$ cat src/rtl/lc3_alu_arbiter.sv
// Round-robin arbiter sharing one LC3 ALU between two requesters, with a registered
// issue stage feeding the ALU and a back-pressurable result stage carrying NZP and owner ID.
module lc3_alu_arbiter (
    input  logic        i_clk,
    input  logic        i_reset_n,
    input  logic        i_req0_valid,
    output logic        o_req0_ready,
    input  logic [15:0] i_req0_a,
    input  logic [15:0] i_req0_b,
    input  logic [1:0]  i_req0_aluk,
    input  logic        i_req1_valid,
    output logic        o_req1_ready,
    input  logic [15:0] i_req1_a,
    input  logic [15:0] i_req1_b,
    input  logic [1:0]  i_req1_aluk,
    output logic [15:0] o_alu_a,
    output logic [15:0] o_alu_b,
    output logic [1:0]  o_alu_aluk,
    input  logic [15:0] i_alu_result,
    output logic        o_out_valid,
    input  logic        i_out_ready,
    output logic [15:0] o_out_result,
    output logic [2:0]  o_out_nzp,
    output logic        o_out_id
);

    // Issue stage (S1)
    logic        r_s1_valid;
    logic [15:0] r_s1_a;
    logic [15:0] r_s1_b;
    logic [1:0]  r_s1_aluk;
    logic        r_s1_id;

    // Result stage (S2)
    logic        r_s2_valid;
    logic [15:0] r_s2_result;
    logic [2:0]  r_s2_nzp;
    logic        r_s2_id;

    logic        r_last;

    logic        w_s2_load;
    logic        w_s1_free;
    logic        w_grant0;
    logic        w_grant1;
    logic        w_accept;
    logic [15:0] w_sel_a;
    logic [15:0] w_sel_b;
    logic [1:0]  w_sel_aluk;
    logic        w_n;
    logic        w_z;
    logic [2:0]  w_nzp;

    always_comb begin
        w_s2_load = r_s1_valid && (!r_s2_valid || i_out_ready);
        w_s1_free = !r_s1_valid || w_s2_load;
        w_grant0  = 1'b0;
        w_grant1  = 1'b0;
        // Grants are suppressed during reset so nothing is handshaken on a resetting edge.
        if (i_reset_n && w_s1_free) begin
            if (i_req0_valid && i_req1_valid) begin
                if (r_last) begin
                    w_grant0 = 1'b1;
                end else begin
                    w_grant1 = 1'b1;
                end
            end else if (i_req0_valid) begin
                w_grant0 = 1'b1;
            end else if (i_req1_valid) begin
                w_grant1 = 1'b1;
            end
        end
        w_accept   = w_grant0 || w_grant1;
        w_sel_a    = w_grant1 ? i_req1_a    : i_req0_a;
        w_sel_b    = w_grant1 ? i_req1_b    : i_req0_b;
        w_sel_aluk = w_grant1 ? i_req1_aluk : i_req0_aluk;
        w_n        = i_alu_result[15];
        w_z        = (i_alu_result == 16'h0000);
        w_nzp      = {w_n, w_z, !w_n && !w_z};
    end

    always_ff @(posedge i_clk) begin
        if (!i_reset_n) begin
            r_s1_valid  <= 1'b0;
            r_s1_a      <= 16'h0000;
            r_s1_b      <= 16'h0000;
            r_s1_aluk   <= 2'd0;
            r_s1_id     <= 1'b0;
            r_s2_valid  <= 1'b0;
            r_s2_result <= 16'h0000;
            r_s2_nzp    <= 3'b010;
            r_s2_id     <= 1'b0;
            r_last      <= 1'b1;
        end else begin
            if (w_accept) begin
                r_s1_valid <= 1'b1;
                r_s1_a     <= w_sel_a;
                r_s1_b     <= w_sel_b;
                r_s1_aluk  <= w_sel_aluk;
                r_s1_id    <= w_grant1;
                r_last     <= w_grant1;
            end else if (w_s2_load) begin
                r_s1_valid <= 1'b0;
            end

            if (w_s2_load) begin
                r_s2_valid  <= 1'b1;
                r_s2_result <= i_alu_result;
                r_s2_nzp    <= w_nzp;
                r_s2_id     <= r_s1_id;
            end else if (i_out_ready) begin
                r_s2_valid <= 1'b0;
            end
        end
    end

    assign o_req0_ready = w_grant0;
    assign o_req1_ready = w_grant1;
    assign o_alu_a      = r_s1_a;
    assign o_alu_b      = r_s1_b;
    assign o_alu_aluk   = r_s1_aluk;
    assign o_out_valid  = r_s2_valid;
    assign o_out_result = r_s2_result;
    assign o_out_nzp    = r_s2_nzp;
    assign o_out_id     = r_s2_id;

endmodule

$ cat config.mk
export PLATFORM = sky130hd
export DESIGN_NAME = lc3_alu_arbiter
export DESIGN_NICKNAME = d
export VERILOG_FILES = /design/src/rtl/lc3_alu_arbiter.sv
export SDC_FILE = /design/constraint.sdc
export NUM_CORES = 1
export LEC_CHECK = 0
export CORE_MARGIN = 1.5
export CORE_UTILIZATION = 39
export DETAILED_ROUTE_END_ITERATION = 10
export PLACE_DENSITY_LB_ADDON = 0.05
export RECOVER_POWER = 50
export SLEW_MARGIN = 5
export SYNTH_ARGS = -nofsm -noshare
export SYNTH_HDL_FRONTEND = slang
export SYNTH_SLANG_ARGS = --single-unit
$ cat constraint.sdc
create_clock -name i_clk -period 1.7 [get_ports i_clk]
set_input_delay 0.17 -clock i_clk [delete_from_list [all_inputs] [get_ports i_clk]]
set_output_delay 0.17 -clock i_clk [all_outputs]
set_load 0.01 [all_outputs]
Word level (Yosys, flattened, before mapping)
Index checks and enable logic that the tools add are counted.
{ "totals": {"out_inout_bits": 57, "regBits": 58, "wordCells": 40} }
{ "op_classes": {"mux": 16, "reduce_logical": 14} }
{ "op_table": {"columns": ["op", "count"], "rows": [
  ["two-way mux 16 bit", 2],
  ["zero test 16 bit", 1],
  ["two-way mux 1 bit", 13],
  ["logical AND 1 bit", 4],
  ["zero test 1 bit", 4],
  ["nonzero test 2 bit", 2],
  ["logical OR 1 bit", 3],
  ["two-way mux 2 bit", 1]
]} }

Logic depth before layout (Yosys ltp)
{ "logic_depth": {"depth_word": 8, "ltp_mapped": 7} }

Least setup slack after synthesis
OpenSTA, ideal clock, no wires.
{ "synth_path": {"kind": "register to register", "startpoint": "register r_s2_valid, in the netlist o_out_valid", "endpoint": "register r_s1_a[10], in the netlist o_alu_a[10]", "setup_ns": 0.089, "path_buffers": 2, "arrival_ns": 1.125, "synth_period_minus_slack_ns": 1.214, "slack_ns": 0.486, "path_stages_with_launch": 6, "cell_sequence": "dfxtp_1 -> nand3b_1 -> and2_4 -> buf_6 -> buf_6 -> a311oi_2"} }
{ "synth_via": {"elab_chain_cells": 7, "elab_cells_between_ends": 9, "classes_between": "mux (3); reduce/logical (6)"} }
{ "synth_rtl": {"columns": ["item", "line_no", "rtl"], "rows": [
  ["start: declaration", "35", "logic r_s2_valid;"],
  ["start signal: assignment", "89", "r_s2_valid <= 1'b0;"],
  ["start signal: assignment", "107", "r_s2_valid <= 1'b1;"],
  ["start signal: assignment", "112", "r_s2_valid <= 1'b0;"],
  ["zero test 1 bit *", "55", "w_s2_load = r_s1_valid && (!r_s2_valid || i_out_ready);"],
  ["logical OR 1 bit *", "55", null],
  ["logical AND 1 bit *", "55", null],
  ["logical OR 1 bit *", "56", "w_s1_free = !r_s1_valid || w_s2_load;"],
  ["logical AND 1 bit *", "60", "if (i_reset_n && w_s1_free) begin"],
  ["two-way mux 1 bit", "60", null],
  ["two-way mux 16 bit or logical OR 1 bit (tied branches)", "74, 73", null],
  ["end signal: assignment", "97", "r_s1_a <= w_sel_a;"],
  ["end: declaration", "29", "logic [15:0] r_s1_a;"]
]} }
Mark *: on every way between the ends. The rest lies on a longest branch, timed or not.
A chain may end at the register's enable or synchronous reset.

Worst setup path in the final report
{ "layout_path": {"startpoint": "input i_out_ready", "endpoint": "output o_req1_ready"} }
{ "layout_via": {"elab_chain_cells": 5} }
{ "layout_rtl": {"columns": ["item", "line_no", "rtl"], "rows": [
  ["start: declaration", "21", "input logic i_out_ready,"],
  ["logical OR 1 bit", "55", null],
  ["logical AND 1 bit", "55", null],
  ["logical OR 1 bit", "56", null],
  ["logical AND 1 bit", "60", null],
  ["two-way mux 1 bit", "60", null],
  ["end: declaration", "12", "output logic o_req1_ready,"]
]} }
Every way passes these cells.

==> metrics.txt <==
PD cells=818 mW/mm2; syn avg cell area=8.71 um2; Final Hold Violating Endpoints=0; TritonCTS clock tree=built; wirelength, routed=7920 um; Synth cell types=29; crit path cell chain=clkdlybuf4s50_1, nand3b_1, and3_1, dlygate4sd2_1; Worst setup EP type=primary output; clk buf depth=2; post-DP HPWL=5600 um; CTS clk-pin slew, worst paths=0.06 ns; crit-path max FO=4; Routability Congestion=0.768; max cap viols=0; crit path kind=in -> out; Tot Pwr=0.00370 W; routed length per instance=14.7 um; Die H=86.1 um; Required @ worst endpoint=1.53 ns; placed cell area=0.00431 mm2; top-level I/O count=146; cts-stage hold buffer count=0; Net Count, Synth=398; dominant cells by area after synthesis=dfxtp_1 42%, a311oi_2 17%, a21oi_1 10%; antenna violations before repair=0; Nets=543; antenna viol nets, final=0; worst min-delay path startpoint=i_req1_b[6]; DP Cell Count=522; Worst-Margin Slew=0.537 ns; Max IR drop VDD=0.392 mV; register area share after synthesis=42.4%; Top Usage Layer GRT=met2; htree depth=3; GR Layer Usage met1=25.4%; CP max-delay cell=clkdlybuf4s50_1; Die W=86.1 um; Initial Utilization=40.1%; largest net degree at the start of global routing=35; Critical path origin=i_out_ready; initial DRC count=111; hold depth=3; # port buffers=145; vias in the first global route=2825; Syn Inst Count=309; R2R Path Start=o_out_valid$_SDFFE_PN0P_; Min-Delay Path Class=in -> reg; number of antenna repair diodes=0; area of the mapped netlist=0.00269 mm2; startpoint types=primary input; # rows=30; post-layout minimum cycle time=1.52 ns; main flop type after synthesis=dfxtp_1; Core Box Area=0.00672 mm2; unrepaired setup endpoints after global routing=false; reg-to-reg setup timing slack=0.22 ns; Post-synth ARST share=0%; number of flops mapped to enable cells by yosys=0; Area growth, synth to finish=67.9%; DRC=0; CTS Root Cell=clkbuf_8; CTS Buf Count=9; synthesized flop and latch total=57; non-filler cells, final=539; layout cells sized above 1=15.7%; synth warn=0; final worst-path cycle share=89.3%; Reg2Reg Depth=6; Final setup viols=0; final instance area=0.00452 mm2; Sink Count=57; first-pass GRT wire length=12900 um; Setup Skew=0.00418 ns; Slew headroom=64.2%; pre-CTS setup slack=-0.0691 ns; GR Overflow Total=0; met3 usage=7.22%; post-synth top area share=42.4%; max incr delay on CP=0.44 ns; DIE AREA=0.00741 mm2; worst setup margin=0.182 ns; Yosys top cell by area=dfxtp_1; clk_lat worst skew=0.34 ns; Fmax=659 MHz; met2 GRT Util=37.2%; DR pass1 iterations=4; All-Layer GR Usage=22.0%; status=finished clean; routed vias=2875; count of pins over their slew limit=0; Vias/cell=5.33; leakage=1.78 nW; Arr. time, crit path=1.35 ns
==> sequential cells by signal, indices dropped and copies added, names as in the netlist <==
signal and count:
r_s1_valid 1, r_last 1, o_out_valid 1, o_out_result 16, o_alu_aluk 2, o_alu_a 16, o_alu_b 16, o_out_id 1
o_out_nzp 2, r_s1_id 1
==> what timing repair did <==
item,in CTS,in global routing
endpoints found under the setup margin,2,0
buffers inserted,1,0
resized for setup,4,0
==> cell usage after synthesis (2+ instances only) <==
cell type  count
o21a_1         2
a21oi_1       55
and3_1         2
inv_1          2
dfxtp_1       57
nand2_1       69
buf_2         12
buf_6          5
clkbuf_1      14
a311oi_1       4
o21ai_0       19
buf_1          2
a311oi_2      30
nand3_1       17
nor4_1         5
==> worst max-delay path, delay by kind of cell <==
kind	cells	cell delay, ns
AND/OR/NAND/NOR	2	0.45
buffers and inverters	2	0.72
==> kinds of logic (layout without fill, tap and decap cells) <==
group / count (synthesis) / after routing / synth area share (%)
buffers and inverters: 37 / 187 / 7.25
DFF: 57 / 57 / 42.4
and+or+nand+nor: 99 / 99 / 15.9
AOI/OAI and AO/OA: 116 / 116 / 34.5
==> area by class of cell <==
type                            instances  area [um2]
Multi-Input combinational cell        215        1360
Clock buffer                           14         173
Tap cell                               80         100
Timing Repair Buffer                  168        1700
Clock inverter                          2        35.0
Sequential cell                        57        1140
Fill cell                             585        2200
Inverter                                3        11.3
==> layout by cell type, fill, tap and decap left out, types with 3 or more instances in the layout <==
cell and count:
buf_12 6, clkbuf_8 12, clkdlybuf4s50_1 90, a311oi_1 4, o21ai_0 19, a311oi_2 30
dlygate4sd2_1 3, nand2_1 69, dlygate4sd3_1 52, nand3_1 17, dfxtp_1 56, a21oi_1 55
buf_4 16, nor4_1 5
==> through the flow <==
stage          util, %  TNS (ns)  hold slack [ns]
3_3_place_gp      64.1    -0.389            0.461
3_5_place_dp      64.1    -0.502            0.467
6_report          67.3         0            0.403
4_1_cts           67.3         0            0.398
5_1_grt           67.3         0            0.424
2_1_floorplan        -         0            0.318
==> path summary, 6_finish.rpt <==
kind                                   end
max                           o_req1_ready
min                o_alu_b[6]$_SDFFE_PN0P_
max reg2reg        o_alu_b[0]$_SDFFE_PN0P_
min reg2reg  o_out_result[12]$_SDFFE_PN0P_
==> report_power, final <==
part	switching [W]	internal, W	total, W
registers	0.0000482	0.00144	0.00149
logic	0.000392	0.000499	0.000891
clock network	0.000525	0.000796	0.00132
total	0.000965	0.00273	0.00370
==> per-layer routing <==
| layer | vias up | wire, um |
|---|---|---|
| met5 | - | 0 |
| met4 | 0 | 146 |
| met3 | 13 | 614 |
| met2 | 101 | 3780 |
| met1 | 1350 | 3380 |
| li1 | 1411 | - |
No activity file was read; power rests on OpenSTA's default activity.
